$ cat config.mk
export PLATFORM = sky130hd
export DESIGN_NAME = reg_file_sb_flat
export DESIGN_NICKNAME = d
export VERILOG_FILES = /design/src/rtl/reg_file_pkg.sv /design/src/rtl/reg_file_sb_if.sv /design/src/rtl/rf_pend_cnt.sv /design/src/rtl/reg_file_sb.sv /design/src/flat_wrapper.sv
export SDC_FILE = /design/constraint.sdc
export NUM_CORES = 2
export LEC_CHECK = 0
export CORE_ASPECT_RATIO = 1.4
export CORE_MARGIN = 2
export CORE_UTILIZATION = 55
export CTS_CLUSTER_SIZE = 28
export DETAILED_ROUTE_END_ITERATION = 6
export PLACE_DENSITY_LB_ADDON = 0.12
export REMOVE_ABC_BUFFERS = 1
export SLEW_MARGIN = 15
export SYNTH_ARGS = -nofsm -noshare
export SYNTH_HDL_FRONTEND = slang
export SYNTH_SLANG_ARGS = --single-unit
$ cat constraint.sdc
create_clock -name clk -period 4.55 [get_ports clk]
set_clock_uncertainty 0.2 [all_clocks]
set_input_delay 0.91 -clock clk [delete_from_list [all_inputs] [get_ports clk]]
set_output_delay 0.91 -clock clk [all_outputs]
set_load 0.03 [all_outputs]
$ cat src/rtl/reg_file_pkg.sv
// rtl/reg_file_pkg.sv - shared sizing and slicing helpers for the scoreboarded register file
package reg_file_pkg;

  // Address width for an NREG-entry file; never narrower than one bit.
  function automatic int aw_of(input int nreg);
    return (nreg > 2) ? $clog2(nreg) : 1;
  endfunction

  // Highest value a pending counter can hold; reservations stall there.
  function automatic int cnt_sat(input int cnt_w);
    return (1 << cnt_w) - 1;
  endfunction

  // Width needed to count how many write ports release one register at once.
  function automatic int dec_w_of(input int nwp);
    return (nwp > 1) ? $clog2(nwp + 1) : 1;
  endfunction

  // Low bit of port idx inside a packed per-port vector of the given field width.
  function automatic int slice_lo(input int idx, input int width);
    return idx * width;
  endfunction

endpackage

$ cat src/rtl/reg_file_sb_if.sv
// rtl/reg_file_sb_if.sv - read, write, reserve and flush bundle of the register file
interface reg_file_sb_if #(
  parameter int XLEN = 32,
  parameter int NREG = 32,
  parameter int NRP  = 2,
  parameter int NWP  = 2
);
  import reg_file_pkg::*;

  localparam int AW = aw_of(NREG);

  logic [NRP*AW-1:0]   raddr;
  logic [NRP*XLEN-1:0] rdata;
  logic [NRP-1:0]      rbusy;
  logic [NWP-1:0]      we;
  logic [NWP-1:0]      wrel;
  logic [NWP*AW-1:0]   waddr;
  logic [NWP*XLEN-1:0] wdata;
  logic                rsv_valid;
  logic [AW-1:0]       rsv_addr;
  logic                rsv_ready;
  logic                flush;

  modport master (
    output raddr, we, wrel, waddr, wdata, rsv_valid, rsv_addr, flush,
    input  rdata, rbusy, rsv_ready
  );

  modport slave (
    input  raddr, we, wrel, waddr, wdata, rsv_valid, rsv_addr, flush,
    output rdata, rbusy, rsv_ready
  );

endinterface

$ cat src/rtl/rf_pend_cnt.sv
// rtl/rf_pend_cnt.sv - saturating up/down pending-write counter for one register
module rf_pend_cnt #(
  parameter int CNT_W = 2,
  parameter int DW    = 2
) (
  input  logic             clk,
  input  logic             reset,
  input  logic             inc,
  input  logic [DW-1:0]    dec_count,
  input  logic             clr,
  output logic [CNT_W-1:0] count
);

  // One spare bit so the increment and the release total never wrap.
  localparam int SW = ((CNT_W > DW) ? CNT_W : DW) + 1;

  logic [SW-1:0] up;
  logic [SW-1:0] dn;

  always_comb begin
    up = SW'(count) + SW'(inc && (count != '1));
    dn = SW'(dec_count);
  end

  always_ff @(posedge clk) begin
    if (reset || clr) begin
      count <= '0;
    end else if (dn >= up) begin
      count <= '0;
    end else begin
      count <= CNT_W'(up - dn);
    end
  end

endmodule

$ cat src/rtl/reg_file_sb.sv
// rtl/reg_file_sb.sv - multi-port integer register file with pending-write scoreboard
module reg_file_sb
  import reg_file_pkg::*;
#(
  parameter int XLEN   = 32,
  parameter int NREG   = 32,
  parameter int NRP    = 2,
  parameter int NWP    = 2,
  parameter int CNT_W  = 2,
  parameter int BYPASS = 1
) (
  input  logic         clk,
  input  logic         reset,
  reg_file_sb_if.slave bus
);

  localparam int AW  = aw_of(NREG);
  localparam int DW  = dec_w_of(NWP);
  localparam int SAT = cnt_sat(CNT_W);

  logic [XLEN-1:0]                 mem [NREG];
  logic [NREG-1:0][CNT_W-1:0]      cnt;
  logic [DW-1:0]                   rel_cnt [NREG];
  logic [AW-1:0]                   wa [NWP];
  logic [XLEN-1:0]                 wd [NWP];
  logic                            rsv_ready;
  logic                            rsv_fire;

  for (genvar j = 0; j < NWP; j++) begin : g_wport
    assign wa[j] = bus.waddr[slice_lo(j, AW) +: AW];
    assign wd[j] = bus.wdata[slice_lo(j, XLEN) +: XLEN];
  end

  // Number of write ports releasing each register this cycle.
  always_comb begin
    for (int r = 0; r < NREG; r++) begin
      rel_cnt[r] = '0;
    end
    for (int j = 0; j < NWP; j++) begin
      if (bus.we[j] && bus.wrel[j] && (wa[j] != '0)) begin
        rel_cnt[wa[j]] = rel_cnt[wa[j]] + DW'(1);
      end
    end
  end

  // Ready looks only at the registered count, never at this cycle's releases.
  assign rsv_ready     = reset || (bus.rsv_addr == '0) || (cnt[bus.rsv_addr] != CNT_W'(SAT));
  assign rsv_fire      = bus.rsv_valid && rsv_ready && !bus.flush;
  assign bus.rsv_ready = rsv_ready;

  assign cnt[0] = '0;
  for (genvar r = 1; r < NREG; r++) begin : g_cnt
    rf_pend_cnt #(
      .CNT_W(CNT_W),
      .DW   (DW)
    ) u_cnt (
      .clk      (clk),
      .reset    (reset),
      .inc      (rsv_fire && (bus.rsv_addr == AW'(r))),
      .dec_count(rel_cnt[r]),
      .clr      (bus.flush),
      .count    (cnt[r])
    );
  end

  // Later ports override earlier ones, so the highest-index writer wins.
  always_ff @(posedge clk) begin
    if (reset) begin
      for (int r = 0; r < NREG; r++) begin
        mem[r] <= '0;
      end
    end else begin
      for (int j = 0; j < NWP; j++) begin
        if (bus.we[j] && (wa[j] != '0)) begin
          mem[wa[j]] <= wd[j];
        end
      end
    end
  end

  for (genvar i = 0; i < NRP; i++) begin : g_rport
    logic [AW-1:0]   a;
    logic [XLEN-1:0] d;
    logic            b;

    assign a = bus.raddr[slice_lo(i, AW) +: AW];

    always_comb begin
      d = mem[a];
      b = (cnt[a] != '0);
      if (BYPASS != 0) begin
        for (int j = 0; j < NWP; j++) begin
          if (bus.we[j] && (wa[j] == a)) begin
            d = wd[j];
          end
        end
        b = int'(cnt[a]) > int'(rel_cnt[a]);
      end
      if (reset || (a == '0)) begin
        d = '0;
        b = 1'b0;
      end
    end

    assign bus.rdata[slice_lo(i, XLEN) +: XLEN] = d;
    assign bus.rbusy[i] = b;
  end

endmodule

$ cat src/flat_wrapper.sv
// flat-port wrapper written by rule: the top's interface ports become plain ports
module reg_file_sb_flat import reg_file_pkg::*;
#(
  parameter int XLEN   = 32,
  parameter int NREG   = 32,
  parameter int NRP    = 2,
  parameter int NWP    = 2,
  parameter int CNT_W  = 2,
  parameter int BYPASS = 1
)
  (clk, reset, bus_raddr, bus_we, bus_wrel, bus_waddr, bus_wdata, bus_rsv_valid, bus_rsv_addr, bus_flush, bus_rdata, bus_rbusy, bus_rsv_ready);
  reg_file_sb_if #(.XLEN(XLEN), .NREG(NREG), .NRP(NRP), .NWP(NWP)) bus_i ();
  input  logic clk;
  input  logic reset;
  input wire logic [$bits(bus_i.raddr)-1:0] bus_raddr;
  input wire logic [$bits(bus_i.we)-1:0] bus_we;
  input wire logic [$bits(bus_i.wrel)-1:0] bus_wrel;
  input wire logic [$bits(bus_i.waddr)-1:0] bus_waddr;
  input wire logic [$bits(bus_i.wdata)-1:0] bus_wdata;
  input wire logic [$bits(bus_i.rsv_valid)-1:0] bus_rsv_valid;
  input wire logic [$bits(bus_i.rsv_addr)-1:0] bus_rsv_addr;
  input wire logic [$bits(bus_i.flush)-1:0] bus_flush;
  output wire logic [$bits(bus_i.rdata)-1:0] bus_rdata;
  output wire logic [$bits(bus_i.rbusy)-1:0] bus_rbusy;
  output wire logic [$bits(bus_i.rsv_ready)-1:0] bus_rsv_ready;
  assign bus_i.raddr = bus_raddr;
  assign bus_i.we = bus_we;
  assign bus_i.wrel = bus_wrel;
  assign bus_i.waddr = bus_waddr;
  assign bus_i.wdata = bus_wdata;
  assign bus_i.rsv_valid = bus_rsv_valid;
  assign bus_i.rsv_addr = bus_rsv_addr;
  assign bus_i.flush = bus_flush;
  assign bus_rdata = bus_i.rdata;
  assign bus_rbusy = bus_i.rbusy;
  assign bus_rsv_ready = bus_i.rsv_ready;
  reg_file_sb #(.XLEN(XLEN), .NREG(NREG), .NRP(NRP), .NWP(NWP), .CNT_W(CNT_W), .BYPASS(BYPASS)) u_core (.clk(clk), .reset(reset), .bus(bus_i));
endmodule
==> flow_summary.ini <==
[synthesis]
synth_compound_area_frac = 0.225
synth-xor-area-share = 0.00304
async_flop_share = 0
synth_seq_area_share = 0.462
synthMuxAreaShare = 0.170
avgSynthCellArea_um2 = 11.8
yosys.area_share.simple = 0.0581
yosysWarnings = 0
synth_top_flop_cell = edfxtp_1
synth_edf_count = 1024
syn_area_um2 = 69200
synth_seq_cells = 1086
synth_area_leaders = edfxtp_1 44%, a22o_1 13%, mux4_2 9.1%
syn_inst = 5867
synthDistinctLibCells = 76
synth.top_cell.area_share = 0.444
yosysTopAreaCell = edfxtp_1
synth_fa_ha_area_frac = 0.0287
synth_top_family_by_area = compound AO/OA/AOI/OAI gates

[sta]
final_hold_viol_count = 0
slew_headroom = 0.151
fin_crit_sh = 1.10
post-route-min-period_ns = 5.03
tns_ns = -1.08
finalHoldWorstSlack_ns = 0.569
grt_setup_unrepaired = yes
slew_viol_final = 0
setup_viol = 10
max_freq_mhz = 199
fin_ws_ns = -0.477
worstMarginPinSlew_ns = 1.26

[detailed_routing]
antenna_left = 0
finalWirelength_um = 315000
dr_total_vias = 62100
vias_per_cell = 7.71
drc = 1
first_pass_iters = 7
drtIter0Drc = 8749
wl_per_cell_um = 39.1

[finish]
n_fill_cell = 9199
fin_nets = 6570
fin_util = 0.679
mostFrequentLayoutCells = 1,024 x edfxtp_1, 993 x a22o_1, 799 x buf_4
drive_gt1_frac = 0.293
area.growth.synth_to_final_pct = 23.1
register_area_um2 = 32000
mostFrequentLayoutCell = edfxtp_1
multi_input_area_um2 = 35700

[cts]
clk_latency_ns = 0.79
cts.sinks = 1086
cts_buffer_depth = 3
cts_made_buffers = 110
htree_num_levels = 3
clk_pin_slew_ns = 0.07
ctsHoldBuffers = 0
cts_tree = done
ctsRootBufferMaster = clkbuf_16

[setup_path]
worst_ep_required_time_ns = 3.44
cp_max_fo = 7
startpoint_type = input pin
path_class = in2out
crit_path_cell_trace = buf_8, buf_6, nor2b_2, buf_4, and3_4, buf_12, a211oi_4, a31oi_4, buf_6, mux2i_1, o22ai_1, or3_1, a32oi_1, ha_1, a211oi_2, buf_4, buf_12
max_stage_delay_ns = 0.38
r2r_cells = 16
slowest_stage = or3_1
cp_num_buf_inv = 7
path_depth = 17
path_delay_family = compound AO/OA/AOI/OAI gates
critPathArrivalTime_ns = 3.92
end_kind = output pin

[grt]
grtUsageTotal = 0.476
gr-total-overflow = 0
grt_pass1_vias = 61600
grt_max_degree = 41
antenna_found_initial = 3
grt_pass1_wl_um = 437000

[run]
drv_cap = 0

[die]
core_area_um2 = 125000
die_y_um = 424
initial_utilization = 0.552
pin_count = 164
fp.dieW_um = 304
die_area_um2 = 129000
num_rows = 154

[run_status]
violations = design-rule violations, negative setup slack
status = finished, violations left

[pwr]
power_mw = 26.5
p_leak_nw = 31.5
ir_drop_v = 0.000323
powerDensity_nw_per_um2 = 311

[placement]
place.gp.congestion = 1.01
dp_hpwl_um = 205000
port-buffer-count = 163
dpl_worst_slack_ns = -1.51

[worst_hold_path]
holdPathStages = 3
hold_path_class = reg2reg
## routing by layer
metal / vias to the layer above / wire, um / GRT usage
met4: 4 / 34600 / 0.434
met5: - / 307 / 0.00863
met2: 5407 / 142000 / 0.745
li1: 24600 / - / -
met1: 30300 / 97700 / 0.523
met3: 1780 / 40500 / 0.143
## worst min-delay path, delay by kind of cell, from the launching register on
kind          cells  cell delay (ns)
fa+ha+maj         1             0.22
flops             1             0.34
simple gates      2             0.16
## Yosys cell counts (69+ instances only)
master	instances
o221ai_1	258
edfxtp_1	1024
mux2i_1	535
mux4_2	281
a22o_1	993
nor2_1	355
o22ai_1	132
a21oi_1	313
inv_1	126
buf_1	102
nand2_1	69
ha_1	159
clkbuf_1	629
a211oi_1	94
nor3_1	142
## cell families (layout without fill, tap and decap cells)
family,Yosys count,count (layout)
other,1,42
XOR/XNOR,24,24
AND/OR/NAND/NOR,832,832
buffers and inverters,936,1444
flip-flops,1086,1086
AO/OA/AOI/OAI,2005,2005
multiplexers,824,824
adder cells (fa/ha/maj),159,159
## sequential cells by signal, indices dropped and copies added (netlist names)
| register | cells |
|---|---|
| u_core.g_cnt.u_cnt.count | 62 |
| u_core.mem | 1024 |
## final cells by class
type,count,share of cell area
Multi-Input combinational cell,3876,0.419
Sequential cell,1086,0.376
Timing Repair Buffer,1110,0.131
Clock buffer,128,0.0332
Tap cell,1638,0.0241
Clock inverter,76,0.0104
Inverter,130,0.00579
Antenna cell,10,0.000294
## power breakdown
| group | switching (mW) | internal (mW) | leakage, nW |
|---|---|---|---|
| clock | 4.29 | 5.40 | 1.81 |
| sequential | 0.299 | 11.5 | 10.3 |
| combinational | 2.97 | 2.00 | 19.4 |
## worst paths after layout
kind / slack, ns / startpoint / endpoint
worst max register to register: 0.37 / u_core.g_cnt[12].u_cnt.count[1] / u_core.g_cnt[5].u_cnt.count[1]
worst max-delay path: -0.48 / bus_waddr[5] / bus_rbusy[1]
worst min-delay path: 0.57 / u_core.g_cnt[16].u_cnt.count[1] / u_core.g_cnt[16].u_cnt.count[0]
worst min register to register: 0.57 / u_core.g_cnt[16].u_cnt.count[1] / u_core.g_cnt[16].u_cnt.count[0]
## what timing repair did
item,CTS,global route
cloned,1,6
pin swaps,78,41
setup buffers,38,15
setup endpoints to repair,80,99
resized for setup,268,144
## stage by stage
step | instance area (um2) | instances
after detailed placement | 79100 | 7783
after CTS | 84100 | 8023
after global routing | 85200 | 8044
final | 85200 | 8054
after global placement | 79100 | 7783
after floorplan | 66100 | 5092
Note: power is estimated with default switching activity, not from simulation.
==> RTL edit: new RTL, same flow settings <==
`BYPASS` is set to 1 in 2 places; all go to 0.
--- a/src/rtl/reg_file_sb.sv
+++ b/src/rtl/reg_file_sb.sv
@@ -7,7 +7,7 @@
   parameter int NRP    = 2,
   parameter int NWP    = 2,
   parameter int CNT_W  = 2,
-  parameter int BYPASS = 1
+  parameter int BYPASS = 0
 ) (
   input  logic         clk,
   input  logic         reset,
--- a/src/flat_wrapper.sv
+++ b/src/flat_wrapper.sv
@@ -6,7 +6,7 @@
   parameter int NRP    = 2,
   parameter int NWP    = 2,
   parameter int CNT_W  = 2,
-  parameter int BYPASS = 1
+  parameter int BYPASS = 0
 )
   (clk, reset, bus_raddr, bus_we, bus_wrel, bus_waddr, bus_wdata, bus_rsv_valid, bus_rsv_addr, bus_flush, bus_rdata, bus_rbusy, bus_rsv_ready);
   reg_file_sb_if #(.XLEN(XLEN), .NREG(NREG), .NRP(NRP), .NWP(NWP)) bus_i ();
Check against the original RTL: not settled (the Yosys comparison gave no result); the edit may change what the design does.
==> RTL edit against the original RTL <==
  * Routed wire length decreased by 15%
  * Largest cell class unchanged
  * Synthesized area decreased by 4.2%
  * Register-to-register slack better by 1.9 ns
  * Core utilization down 4.1 points
  * Worst setup slack better by 0.60 ns
  * Total power decreased by 5.4%
  * Sequential cell count unchanged
  * Combinational power down 22%
  * First-iteration DRC count shrank 16%
  * Largest power group unchanged
  * Final area decreased by 10%
  * Critical path type unchanged
  * The flow finishes with violations (DRC)
==> RTL edit: results (changes against the original RTL) <==
Pwr Density -> 328.0 nW/um^2 (+5.6%)
Worst R2R Setup Slack -> 2.31 ns (+1.94 ns)
Peak VDD IR -> 0.3216 mV (-0.41%)
Via count -> 53.01k (-15%)
Compound-Gate Fraction of Synth Area -> 0.1578 (-0.06681)
Hold Startpoint -> u_core.g_cnt[5].u_cnt.count[1]$_SDFF_PP0_
Filler cells -> 8938 (-2.8%)
Placer Congestion -> 0.9583 (-5.3%)
Nets -> 5482 (-17%)
Clock-cell share -> 0.04752 (+0.003932)
Cells after Synth -> 5181 (-12%)
Fin cells -> 6938 (-14%)
Status -> finished, violations left
Placed Area -> 72700 um^2 (-8.1%)
Number of ordinary inverters in the final layout -> 116 (-11%)
Post-DP HPWL -> 164.9 mm (-20%)
DRC violations left -> 1 (unchanged)
CP arrival -> 3.32 ns (-0.60 ns)
Synth top cells by count -> edfxtp_1 (1024), a22o_1 (768), clkbuf_1 (544)
Violated checks -> DRC
Final hold slack -> 0.5373 ns (-0.03169 ns)
Sequential area share after synthesis -> 0.4826 (+0.02044)
Worst R2R Start -> u_core.g_cnt[16].u_cnt.count[1]$_SDFF_PP0_
Buffers excl. clock -> 557 (-50%)
Slew margin rel. -> 0.1084 (-0.04291)
Slowest cell on the critical path -> mux4_2
Largest net degree at the start of global routing -> 81 (+98%)
Mux cell area share after synthesis -> 0.2154 (+0.04531)
RTL edit: cell count changes after synthesis, moves of 199 or more:
cell | before | now
a21oi_1 | 313 | 51
a22o_1 | 993 | 768
mux2i_1 | 535 | 252
mux4_2 | 281 | 522
nand2_1 | 69 | 501
nor2_1 | 355 | 132
o21ai_0 | 58 | 257
o221ai_1 | 258 | 8
RTL edit: metal layers:
metal / part of all wire / routed length, um / vias to the layer above / track usage
li1: - / - / 20750 / -
met1: 0.31 / 82990 / 26140 / 0.4899
met2: 0.45 / 121200 / 4704 / 0.6552
met3: 0.14 / 37070 / 1396 / 0.1373
met4: 0.10 / 26840 / 16 / 0.3670
met5: 0.00094 / 252 / - / 0.01249
RTL edit: worst reg2reg max path: cells and delay by family, from the launching register on:
kind	cells	cell delay [ns]
fa+ha+maj	3	0.78
flops	1	0.53
simple gates	3	0.33
compound gates	2	0.24
buf+inv	1	0.04
